`src/rtl/fetch_queue.sv`:
```
`default_nettype none
// ============================================================================
// fetch_queue : instruction fetch stage with pipelined i-cache requests,
//               first-word-fall-through instruction buffer and redirect squash
// Revision    : 1.0
// ============================================================================
module fetch_queue #(
  parameter int unsigned       ADDR_W          = 32,
  parameter int unsigned       DEPTH           = 4,
  parameter int unsigned       MAX_OUTSTANDING = 2,
  parameter logic [ADDR_W-1:0] RESET_PC        = ADDR_W'(32'h8000_0000)
) (
  input  logic              clk,
  input  logic              rst,
  input  logic              redirect_valid,
  input  logic [ADDR_W-1:0] redirect_pc,
  output logic              ic_req_valid,
  input  logic              ic_req_ready,
  output logic [ADDR_W-1:0] ic_req_addr,
  input  logic              ic_resp_valid,
  input  logic [31:0]       ic_resp_inst,
  input  logic              ic_resp_error,
  output logic              out_valid,
  input  logic              out_ready,
  output logic [ADDR_W-1:0] out_pc,
  output logic [31:0]       out_inst,
  output logic              out_error
);

  localparam int unsigned CNT_W = $clog2(MAX_OUTSTANDING + 1);
  localparam int unsigned PTR_W = $clog2(DEPTH);
  localparam int unsigned OCC_W = PTR_W + 1;
  localparam int unsigned ENT_W = ADDR_W + 33;

  logic [ADDR_W-1:0] fetch_pc_q, fetch_pc_d;
  logic [ADDR_W-1:0] resp_pc_q, resp_pc_d;
  logic [CNT_W-1:0]  inflight_q, inflight_d;
  logic [CNT_W-1:0]  drop_cnt_q, drop_cnt_d;
  logic              halted_q, halted_d;
  logic [PTR_W-1:0]  rd_ptr_q, rd_ptr_d;
  logic [PTR_W-1:0]  wr_ptr_q, wr_ptr_d;
  logic [OCC_W-1:0]  count_q, count_d;
  logic [ENT_W-1:0]  mem_q [DEPTH];
  logic [ENT_W-1:0]  mem_d [DEPTH];

  logic              fifo_empty;
  logic              push;
  logic              pop;
  logic              drop_resp;
  logic              req_fire;
  logic [CNT_W-1:0]  inflight_eff;
  logic [CNT_W-1:0]  drop_eff;
  logic [OCC_W-1:0]  count_eff;
  logic [31:0]       live_eff;
  logic [ENT_W-1:0]  head;

  always_comb begin
    fifo_empty = (count_q == '0);
    out_valid  = !fifo_empty && !redirect_valid;
    pop        = out_valid && out_ready;

    // A response landing in a redirect cycle belongs to the old stream.
    drop_resp    = ic_resp_valid && (redirect_valid || (drop_cnt_q != '0));
    push         = ic_resp_valid && !drop_resp;
    inflight_eff = inflight_q - CNT_W'(ic_resp_valid);

    if (redirect_valid) begin
      drop_eff  = inflight_eff;
      count_eff = '0;
    end else begin
      drop_eff  = drop_cnt_q - CNT_W'(drop_resp);
      count_eff = count_q + OCC_W'(push) - OCC_W'(pop);
    end

    halted_d = redirect_valid ? 1'b0 : (halted_q || (push && ic_resp_error));

    // Buffer slots already promised: live requests plus stored entries.
    live_eff = 32'(inflight_eff) - 32'(drop_eff) + 32'(count_eff);

    ic_req_addr  = redirect_valid ? redirect_pc : fetch_pc_q;
    ic_req_valid = !rst && !halted_d
                   && (32'(inflight_eff) < 32'(MAX_OUTSTANDING))
                   && (live_eff < 32'(DEPTH));
    req_fire     = ic_req_valid && ic_req_ready;

    fetch_pc_d = fetch_pc_q;
    if (req_fire) begin
      fetch_pc_d = ic_req_addr + ADDR_W'(4);
    end else if (redirect_valid) begin
      fetch_pc_d = redirect_pc;
    end

    inflight_d = inflight_eff + CNT_W'(req_fire);
    drop_cnt_d = drop_eff;

    resp_pc_d = resp_pc_q;
    if (redirect_valid) begin
      resp_pc_d = redirect_pc;
    end else if (push) begin
      resp_pc_d = resp_pc_q + ADDR_W'(4);
    end

    mem_d    = mem_q;
    wr_ptr_d = wr_ptr_q;
    rd_ptr_d = rd_ptr_q;
    if (push) begin
      mem_d[wr_ptr_q] = {resp_pc_q, ic_resp_inst, ic_resp_error};
      wr_ptr_d        = wr_ptr_q + PTR_W'(1);
    end
    if (pop) begin
      rd_ptr_d = rd_ptr_q + PTR_W'(1);
    end
    if (redirect_valid) begin
      wr_ptr_d = '0;
      rd_ptr_d = '0;
    end
    count_d = count_eff;

    head      = mem_q[rd_ptr_q];
    out_pc    = fifo_empty ? '0 : head[ENT_W-1:33];
    out_inst  = fifo_empty ? '0 : head[32:1];
    out_error = fifo_empty ? 1'b0 : head[0];
  end

  always_ff @(posedge clk) begin
    if (rst) begin
      fetch_pc_q <= RESET_PC;
      resp_pc_q  <= RESET_PC;
      inflight_q <= '0;
      drop_cnt_q <= '0;
      halted_q   <= 1'b0;
      rd_ptr_q   <= '0;
      wr_ptr_q   <= '0;
      count_q    <= '0;
    end else begin
      fetch_pc_q <= fetch_pc_d;
      resp_pc_q  <= resp_pc_d;
      inflight_q <= inflight_d;
      drop_cnt_q <= drop_cnt_d;
      halted_q   <= halted_d;
      rd_ptr_q   <= rd_ptr_d;
      wr_ptr_q   <= wr_ptr_d;
      count_q    <= count_d;
    end
  end

  // Storage needs no reset: the occupancy count gates every read.
  always_ff @(posedge clk) begin
    mem_q <= mem_d;
  end

`ifndef SYNTHESIS
  always_ff @(posedge clk) begin
    if (!rst) begin
      assert (!(push && !pop && (count_q == OCC_W'(DEPTH))))
        else $error("fetch_queue: push into full instruction buffer");
    end
  end
`endif

endmodule
`default_nettype wire
```
`config.mk`:
```
export PLATFORM = sky130hd
export DESIGN_NAME = fetch_queue
export DESIGN_NICKNAME = d
export VERILOG_FILES = /design/src/rtl/fetch_queue.sv
export SDC_FILE = /design/constraint.sdc
export NUM_CORES = 1
export LEC_CHECK = 0
export BUFFER_PORTS_ARGS = -buffer_cell sky130_fd_sc_hd__buf_4
export CORE_MARGIN = 3
export CORE_UTILIZATION = 55
export DETAILED_ROUTE_END_ITERATION = 6
export GPL_ROUTABILITY_DRIVEN = 0
export GPL_TIMING_DRIVEN = 0
export HOLD_SLACK_MARGIN = 0.06
export PLACE_DENSITY_LB_ADDON = 0.1
export SLEW_MARGIN = 10
export SYNTH_ARGS = -nofsm -noshare
export SYNTH_HDL_FRONTEND = slang
export SYNTH_SLANG_ARGS = --single-unit
```
`constraint.sdc`:
```
create_clock -name clk -period 6.2 [get_ports clk]
set_input_delay 0.31 -clock clk [delete_from_list [all_inputs] [get_ports clk]]
set_output_delay 0.31 -clock clk [all_outputs]
set_load 0.02 [all_outputs]
```
==> impl_metrics.env, run 1 <==
export IMPL_syn_area_per_cell_um2=14.64
export IMPL_fin_crit_ps=5410
export IMPL_cts_buffer_depth=3
export IMPL_hold_class="in2reg"
export IMPL_hpwl_um=22620
export IMPL_synth_compound_area_frac=0.04337
export IMPL_grt_max_degree=48
export IMPL_num_vias=9240
export IMPL_dieHeight_um=167.9
export IMPL_yosysUniqueCellTypes=67
export IMPL_ys_ff_latch=336
export IMPL_fin_area_um2=17770
export IMPL_worst_path_max_delay_cell="buf_1"
export IMPL_drv_cap=0
export IMPL_place_area_um2=16220
export IMPL_cts_buffers=37
export IMPL_yosys_area_share_simple=0.1212
export IMPL_synth_flop_cell="edfxtp_1"
export IMPL_preCtsSetupSlack_ps=483.1
export IMPL_fin_nets=1322
export IMPL_yosys_mux_area_fraction=0.1206
export IMPL_initial_core_util=0.5663
export IMPL_powerDensity_nw_per_um2=297.0
export IMPL_synth_fa_ha_area_frac=0.01579
export IMPL_setup_violations=0
export IMPL_yosysWarningCount=0
export IMPL_seq_power_share=0.485
export IMPL_placedCellCount=1488
export IMPL_cp_start_kind="input pin"
export IMPL_core_um2=25470
export IMPL_routed_via_density=5.804
export IMPL_worstPathMaxFanout=10
export IMPL_grt_use_total=0.2382
export IMPL_skew_ps=16.12
export IMPL_yosys_top_cells_area="edfxtp_1 54%, dfxtp_1 11%, mux4_2 10%"
export IMPL_antenna_found_initial=0
export IMPL_layout_cells_non_filler=1592
export IMPL_clk_latency_ps=520
export IMPL_cts_setup_buffers=0
export IMPL_grt_pass1_wl_um=52670
export IMPL_yosys_area_share_xor_xnor=0.02550
export IMPL_cts_hold_buf=37
export IMPL_p_int_mw=4.043
export IMPL_syn_inst=985
export IMPL_gr_total_overflow=0
export IMPL_clk_pin_slew_ps=60
export IMPL_switching_share=0.2339
export IMPL_ctsResizeCount=0
export IMPL_tns_ps=0
export IMPL_required_ps=5890
export IMPL_synthToLayoutAreaGrowth_pct=23.18
export IMPL_comb_power_share=0.114
export IMPL_routedWlPerCell_um=20.99
export IMPL_synth_edf_count=260
export IMPL_power_switching_mw=1.234
export IMPL_max_vdd_ir_drop_uv=244.0
export IMPL_yosysTopAreaCellShare=0.5413
export IMPL_rsz0062_at_grt="no"
export IMPL_drt_initial_drc_count=842
export IMPL_cpPeakStageDelay_ps=460
export IMPL_maxSlewViolCount=0
export IMPL_rows=58
export IMPL_crit_chain="buf_4 -> buf_4 -> buf_6 -> buf_6 -> buf_2 -> buf_1 -> buf_1 -> o31a_1 -> ha_1 -> mux2i_1 -> ha_1 -> inv_1 -> fa_1 -> ha_1 -> and4bb_1 -> mux2i_1 -> and3_1 -> clkbuf_1 -> and3_1 -> buf_4"
export IMPL_worst_slack_ps=790.2
export IMPL_period_share=0.8725
export IMPL_syn_nets=1073
export IMPL_firstDrtPassIters=5
export IMPL_synth_top_family_by_area="simple AND/OR/NAND/NOR gates"
export IMPL_syn_cell_area_um2=14420
export IMPL_p_clk_frac=0.401
export IMPL_htree_levels=2
export IMPL_layout_drive_gt1_share=0.2655
export IMPL_die_x_um=167.9
export IMPL_ys_top_cells_by_count="260 x edfxtp_1, 76 x dfxtp_1, 67 x nor2b_1"
export IMPL_crit_path_end_kind="primary output"
export IMPL_tritoncts="built"
export IMPL_drtAntennaViolNets=0
export IMPL_cts_sinks=336
export IMPL_dieArea_um2=28200
export IMPL_io_buffer_count=169
export IMPL_relSlewSlack=0.4050
export IMPL_status="complete, no violations"
export IMPL_root_buffer="clkbuf_16"
export IMPL_ios=170
export IMPL_n_antenna_cell=0
export IMPL_leakage_nw=6.376
export IMPL_hold_violations=0
export IMPL_yosysMostFrequentCell="edfxtp_1"
export IMPL_arrival_ps=5100
export IMPL_postLayoutCoreUtil=0.6975
export IMPL_synthArstFlopShare=0
export IMPL_yosysTopAreaCell="edfxtp_1"
export IMPL_tightest_slew_ps=892.5
export IMPL_critical_path_class="in2out"
export IMPL_timing_fmax_mhz=184.9
export IMPL_post_route_drc_count=0
export IMPL_first_global_vias=9387
export IMPL_ys_seq_area_frac=0.6468
export IMPL_wl_um=33420
[path summary, 6_finish.rpt]
kind	from	end	slack [ps]	cells after the start
hold / removal	redirect_pc[3]	resp_pc_q[3]	80	3
setup / recovery	redirect_valid	ic_req_valid	790	20
hold reg to reg	resp_pc_q[0]	resp_pc_q[0]	510	2
setup reg to reg	drop_cnt_q[1]	fetch_pc_q[22]	1360	17
[final cells by class]
cell class | instances | area [µm²]
multi-input combinational | 557 | 4718
fill | 1776 | 7705
tap | 330 | 412.9
clock inverter | 14 | 120.1
inverter | 32 | 120.1
clock buffer | 53 | 1059
sequential | 336 | 9329
buffer | 60 | 266.5
timing repair buffer | 210 | 1742
[placed cells by master (no fill, tap or decap), types with 24 or more instances in the layout]
master	n
inv_1	32
xnor2_1	29
mux4_2	65
clkbuf_1	46
clkbuf_16	39
buf_4	172
edfxtp_1	260
nor2_1	48
nand2_1	66
nor2b_1	67
dlygate4sd3_1	37
dfxtp_1	76
a21oi_1	27
nand3_1	24
[per-layer routing]
layer	wire length, µm	up-vias	part of all wire	GRT usage
met5	0	-	0	0
met4	762	0	0.023	0.06724
met3	2455	51	0.073	0.04179
met2	16090	370	0.48	0.3859
met1	14110	4592	0.42	0.3373
li1	-	4227	-	-
[cells by family after synthesis]
logic type      after synthesis
compound gates               91
xor+xnor                     42
fa+ha+maj                    17
buf+inv                      92
flops                       336
mux                          91
simple gates                316
[power groups by stage]
stage	combinational, mW	clock (mW)	sequential (mW)
detailed placement	0.580	0	2.61
floorplan	0.360	0	2.59
global placement	0.563	0	2.61
finish	0.601	2.12	2.56
CTS	0.602	2.15	2.56
global route	0.659	2.25	2.57
[registers in the layout, summed over array words and instances (netlist names)]
register / flops
mem_q: 260
fetch_pc_q: 32
resp_pc_q: 32
count_q: 3
drop_cnt_q: 2
inflight_q: 2
rd_ptr_q: 2
wr_ptr_q: 2
halted_q: 1
[stage by stage]
stage / hold WS [ps] / total power, mW
after floorplan: 408.9 / 2.954
after global placement: 481.1 / 3.171
after detailed placement: 498.5 / 3.188
after CTS: 60.36 / 5.314
after global routing: 93.84 / 5.474
final: 75.80 / 5.277
[critical path, delay by kind of cell]
family / cells / cell delay [ps]
buffers and inverters: 10 / 2400
muxes: 2 / 440
adders and majority gates: 4 / 1110
and+or+nand+nor: 3 / 650
AOI/OAI and AO/OA: 1 / 180
No activity file was read; power rests on OpenSTA's default activity.
==> inputs of run 2 (changes only) <==
--- a/config.mk
+++ b/config.mk
@@ -12,6 +12,7 @@
 export GPL_ROUTABILITY_DRIVEN = 0
 export GPL_TIMING_DRIVEN = 0
 export HOLD_SLACK_MARGIN = 0.06
+export MAX_ROUTING_LAYER = met4
 export PLACE_DENSITY_LB_ADDON = 0.1
 export SLEW_MARGIN = 10
 export SYNTH_ARGS = -nofsm -noshare
==> impl_metrics.env, run 2 (synthesis gave the netlist of run 1 again) <==
export IMPL_status="complete, no violations"
export IMPL_placedCellCount=1488
export IMPL_period_share=0.8706
export IMPL_arrival_ps=5090
export IMPL_max_flop_register="mem_q"
export IMPL_antenna_found_initial=0
export IMPL_skew_ps=14.52
export IMPL_rows=58
export IMPL_grt_use_total=0.2457
export IMPL_mostFrequentLayoutCells="260 x edfxtp_1, 172 x buf_4, 76 x dfxtp_1"
export IMPL_cts_buffer_depth=3
export IMPL_dieArea_um2=28200
export IMPL_drt_initial_drc_count=766
export IMPL_drv_cap=0
export IMPL_tritoncts="built"
export IMPL_routedWlPerCell_um=21.02
export IMPL_hpwl_um=22620
export IMPL_routed_via_density=5.793
export IMPL_layout_cells_non_filler=1592
export IMPL_hold_violations=0
export IMPL_n_antenna_cell=0
export IMPL_relSlewSlack=0.3977
export IMPL_clk_latency_ps=520
export IMPL_grt_pass1_wl_um=52700
export IMPL_hold_worst_slack_ps=76.81
export IMPL_max_vdd_ir_drop_uv=242.0
export IMPL_tns_ps=0
export IMPL_io_buffer_count=169
export IMPL_crit_path_end_kind="primary output"
export IMPL_cts_setup_buffers=0
export IMPL_cp_start_kind="input pin"
export IMPL_htree_levels=2
export IMPL_required_ps=5890
export IMPL_reg_top3="mem_q: 260 flops, fetch_pc_q: 32 flops, resp_pc_q: 32 flops"
export IMPL_num_vias=9223
export IMPL_largest_reg_flops=260
export IMPL_root_buffer="clkbuf_16"
export IMPL_dieHeight_um=167.9
export IMPL_hold_class="in2reg"
export IMPL_wl_um=33460
export IMPL_powerDensity_nw_per_um2=297.1
export IMPL_setup_violations=0
export IMPL_maxSlewViolCount=0
export IMPL_worst_slack_ps=802.2
export IMPL_initial_core_util=0.5663
export IMPL_fin_crit_ps=5398
export IMPL_critical_path_class="in2out"
export IMPL_timing_fmax_mhz=185.3
export IMPL_synthToLayoutAreaGrowth_pct=23.18
export IMPL_layout_drive_gt1_share=0.2655
export IMPL_drtAntennaViolNets=0
export IMPL_tightest_slew_ps=903.4
export IMPL_preCtsSetupSlack_ps=483.1
export IMPL_firstDrtPassIters=6
export IMPL_gr_total_overflow=0
export IMPL_ios=170
export IMPL_report_power_total_mw=5.279
export IMPL_post_route_drc_count=0
export IMPL_ctsResizeCount=0
export IMPL_grt_max_degree=48
export IMPL_clk_pin_slew_ps=60
export IMPL_first_global_vias=9368
export IMPL_core_um2=25470
export IMPL_rsz0062_at_grt="no"
export IMPL_worstPathMaxFanout=10
export IMPL_cts_sinks=336
export IMPL_final_common_cell="edfxtp_1"
export IMPL_n_fill_cell=1776
export IMPL_die_x_um=167.9
export IMPL_fin_nets=1322
export IMPL_cts_buffers=37
export IMPL_leakage_nw=6.376
-- run 2: final timing paths --
path | from | to | slack, ps | cells after the start
worst min-delay path | redirect_pc[3] | resp_pc_q[3] | 80 | 3
worst min register to register | resp_pc_q[0] | resp_pc_q[0] | 510 | 2
worst max register to register | drop_cnt_q[1] | fetch_pc_q[22] | 1330 | 17
worst max-delay path | redirect_valid | ic_req_valid | 800 | 20
-- run 2: power by group --
group          internal, mW  switching (mW)
clock network          1.27           0.844
logic                 0.258           0.343
registers              2.51          0.0485
-- run 2: area by class of cell --
type                    count  area (µm²)  area share
inverters                  32       120.1    0.006761
multi-input cells         557        4718      0.2656
clock buffers              53        1059     0.05958
plain buffers              60       266.5     0.01500
well taps                 330       412.9     0.02324
repair buffers            210        1742     0.09803
clock inverters            14       120.1    0.006761
flip-flops and latches    336        9329      0.5251
-- run 2: stage by stage --
step | utilization | cell area (µm²)
final | 0.6975 | 17770
after global routing | 0.6975 | 17770
after CTS | 0.6975 | 17770
after detailed placement | 0.6367 | 16220
after global placement | 0.6323 | 16110
after floorplan | - | 14420
-- run 2: what timing repair did --
item	4_1_cts	5_1_grt
hold buffers	37	0
endpoints found under the hold margin	136	0
endpoints found under the setup margin	0	0
-- run 2: layer usage --
layer  GRT usage  up-vias  part of all wire
met5           -        -                 0
met4     0.06724        0             0.023
met3     0.03827       54             0.068
met2      0.3838      368              0.48
met1      0.3427     4582              0.43
li1            -     4219                 -
-- run 2: critical path, cell delays in order --
cell      delay, ps
buf_4           100
buf_4           170
buf_6           190
buf_6           200
buf_2           330
buf_1           460
buf_1           460
o31a_1          190
ha_1            220
mux2i_1         170
ha_1            170
inv_1            50
fa_1            440
ha_1            280
and4bb_1        210
mux2i_1         270
and3_1          190
clkbuf_1        280
and3_1          250
buf_4           150
==> inputs of run 3 (changes only) <==
--- a/config.mk
+++ b/config.mk
@@ -5,6 +5,7 @@
 export SDC_FILE = /design/constraint.sdc
 export NUM_CORES = 1
 export LEC_CHECK = 0
+export ABC_AREA = 1
 export BUFFER_PORTS_ARGS = -buffer_cell sky130_fd_sc_hd__buf_4
 export CORE_MARGIN = 3
 export CORE_UTILIZATION = 55
@@ -14,6 +15,7 @@
 export HOLD_SLACK_MARGIN = 0.06
 export MAX_ROUTING_LAYER = met4
 export PLACE_DENSITY_LB_ADDON = 0.1
+export SKIP_LAST_GASP = 1
 export SLEW_MARGIN = 10
 export SYNTH_ARGS = -nofsm -noshare
 export SYNTH_HDL_FRONTEND = slang
==> impl_metrics.env, run 3 <==
export IMPL_period_share=0.7055
export IMPL_report_power_total_mw=5.297
export IMPL_hold_depth=2
export IMPL_ys_ff_latch=336
export IMPL_leakage_nw=7.210
export IMPL_syn_cell_area_um2=15220
export IMPL_ys_seq_area_frac=0.6128
export IMPL_routed_via_density=5.436
export IMPL_skew_ps=21.14
export IMPL_ios=170
export IMPL_place_area_um2=17180
export IMPL_hpwl_um=27320
export IMPL_fin_area_um2=18740
export IMPL_yosysMostFrequentCell="nor2_1"
export IMPL_antenna_found_initial=0
export IMPL_seqCellArea_um2=9329
export IMPL_tns_ps=0
export IMPL_maxSlewViolCount=0
export IMPL_reg_top3="mem_q: 260 flops, fetch_pc_q: 32 flops, resp_pc_q: 32 flops"
export IMPL_num_vias=12140
export IMPL_htree_levels=2
export IMPL_tritoncts="built"
export IMPL_largest_reg_flops=260
export IMPL_drt_initial_drc_count=984
export IMPL_hold_class="in2reg"
export IMPL_die_x_um=172.4
export IMPL_drv_cap=0
export IMPL_core_um2=27100
export IMPL_layout_cells_non_filler=2233
export IMPL_yosysTopAreaCellShare=0.5128
export IMPL_timing_fmax_mhz=228.6
export IMPL_clk_latency_ps=510
export IMPL_rows=60
export IMPL_cts_buffers=36
export IMPL_wl_um=40120
export IMPL_max_vdd_ir_drop_uv=176.2
export IMPL_arrival_ps=4750
export IMPL_relSlewSlack=0.3424
export IMPL_placedCellCount=2133
export IMPL_dieArea_um2=29710
export IMPL_synth_edf_count=260
export IMPL_max_flop_register="mem_q"
export IMPL_ctsResizeCount=0
export IMPL_routedWlPerCell_um=17.97
export IMPL_root_buffer="clkbuf_16"
export IMPL_syn_nets=1673
export IMPL_firstDrtPassIters=5
export IMPL_yosysUniqueCellTypes=43
export IMPL_syn_area_per_cell_um2=9.605
export IMPL_worstPathMaxFanout=10
export IMPL_first_global_vias=11810
export IMPL_fin_nets=1921
export IMPL_clk_pin_slew_ps=60
export IMPL_status="complete, no violations"
export IMPL_synth_flop_cell="edfxtp_1"
export IMPL_mostFrequentLayoutCells="339 x nor2_1, 264 x nand2_1, 260 x edfxtp_1"
export IMPL_initial_core_util=0.5618
export IMPL_cts_sinks=336
export IMPL_cts_buffer_depth=3
export IMPL_yosysTopAreaCell="edfxtp_1"
export IMPL_n_fill_cell=2060
export IMPL_synthToLayoutAreaGrowth_pct=23.09
export IMPL_dieHeight_um=172.4
export IMPL_required_ps=6570
export IMPL_cp_start_kind="register"
export IMPL_preCtsSetupSlack_ps=1482
export IMPL_ys_top_cells_by_count="343 x nor2_1, 264 x nand2_1, 260 x edfxtp_1"
export IMPL_multi_input_area_um2=5201
export IMPL_powerDensity_nw_per_um2=282.6
export IMPL_layout_drive_gt1_share=0.1741
export IMPL_post_route_drc_count=0
export IMPL_cts_hold_buf=34
export IMPL_io_buffer_count=167
export IMPL_grt_max_degree=27
export IMPL_critical_path_class="reg2reg"
export IMPL_yosys_top_cells_area="edfxtp_1 51%, dfxtp_1 10%, nor2_1 8.5%"
export IMPL_synthArstFlopShare=0
export IMPL_cts_setup_buffers=0
export IMPL_grt_use_total=0.2730
export IMPL_rsz0062_at_grt="no"
export IMPL_setup_violations=0
export IMPL_final_common_cell="nor2_1"
export IMPL_yosysWarningCount=0
export IMPL_n_antenna_cell=0
export IMPL_drtAntennaViolNets=0
export IMPL_hold_violations=0
export IMPL_reg2reg_depth=25
export IMPL_gr_total_overflow=0
export IMPL_crit_path_end_kind="register"
export IMPL_fin_crit_ps=4374
export IMPL_syn_inst=1585
export IMPL_tightest_slew_ps=982.7
export IMPL_worst_slack_ps=1826
export IMPL_grt_pass1_wl_um=61400
==> run 3: cell types whose count changed in the layout (fill, tap and decap cells not counted), moves of 12 or more <==
cell,delta
and2_1,-12
inv_1,+47
xnor2_1,-22
nor2_1,+291
o21ai_0,+128
nor2_2,+15
nand2_2,+28
and3_1,-19
nand2_1,+198
nand3_1,+18
mux2i_1,-14
mux4_2,-65
nor2b_1,-67
a21oi_1,+81
==> run 3: metal layers <==
metal	track usage	wire, µm	vias up
met1	0.3463	16540	5706
met5	-	0	-
met2	0.4484	19300	477
met4	0.1138	1649	0
li1	-	-	5856
met3	0.03269	2623	99
==> run 3: cell families (layout without fill, tap and decap cells) <==
logic type	after synthesis	in the layout	share of synthesized area
buffers and inverters	165	441	0.04758
and+or+nand+nor	755	755	0.2115
adders and majority gates	17	17	0.01496
xor gates and xnor gates	21	21	0.01208
DFF	336	336	0.6128
AOI/OAI and AO/OA	291	291	0.1011
==> run 3: power breakdown <==
group	total (mW)	internal (mW)	switching (mW)	leakage [nW]
registers	2.55	2.50	0.0457	2.99
logic	0.572	0.214	0.358	3.62
clock network	2.18	1.31	0.868	0.593
total	5.30	4.03	1.27	7.21
==> run 3: through the flow <==
step | utilization | hold slack, ps
3_5_place_dp | 0.6341 | 468.3
6_report | 0.6915 | 111.8
4_1_cts | 0.6915 | 91.11
2_1_floorplan | - | 408.9
3_3_place_gp | 0.6252 | 458.6
5_1_grt | 0.6915 | 106.6
==> run 3: worst max-delay path: stages (launching register included) <==
cell,delay (ps)
dfxtp_1,340
or2_2,300
nor2_1,230
nor2_1,100
nand2_1,190
inv_1,120
ha_1,280
inv_1,60
ha_1,130
inv_1,50
fa_1,350
inv_1,80
nor2_1,40
nor2_1,160
inv_1,80
ha_1,290
inv_1,60
o21ai_0,140
nand2_1,80
nor2_1,130
nand3_2,120
nor2_4,170
buf_2,310
ha_1,220
xor2_1,140
nor2_1,50
==> run 3: cell type report <==
cell class,instances,area share
flip-flops and latches,336,0.4978
multi-input cells,1084,0.2775
repair buffers,210,0.09627
clock buffers,44,0.05301
well taps,372,0.02484
plain buffers,82,0.02177
inverters,83,0.01689
clock inverters,22,0.01188
==> run 3: path summary, 6_finish.rpt <==
path	start	to	slack (ps)
max	count_q[1]	inflight_q[1]	1830
min	rst	drop_cnt_q[0]	110
max reg2reg	count_q[1]	inflight_q[1]	1830
min reg2reg	fetch_pc_q[1]	fetch_pc_q[1]	480
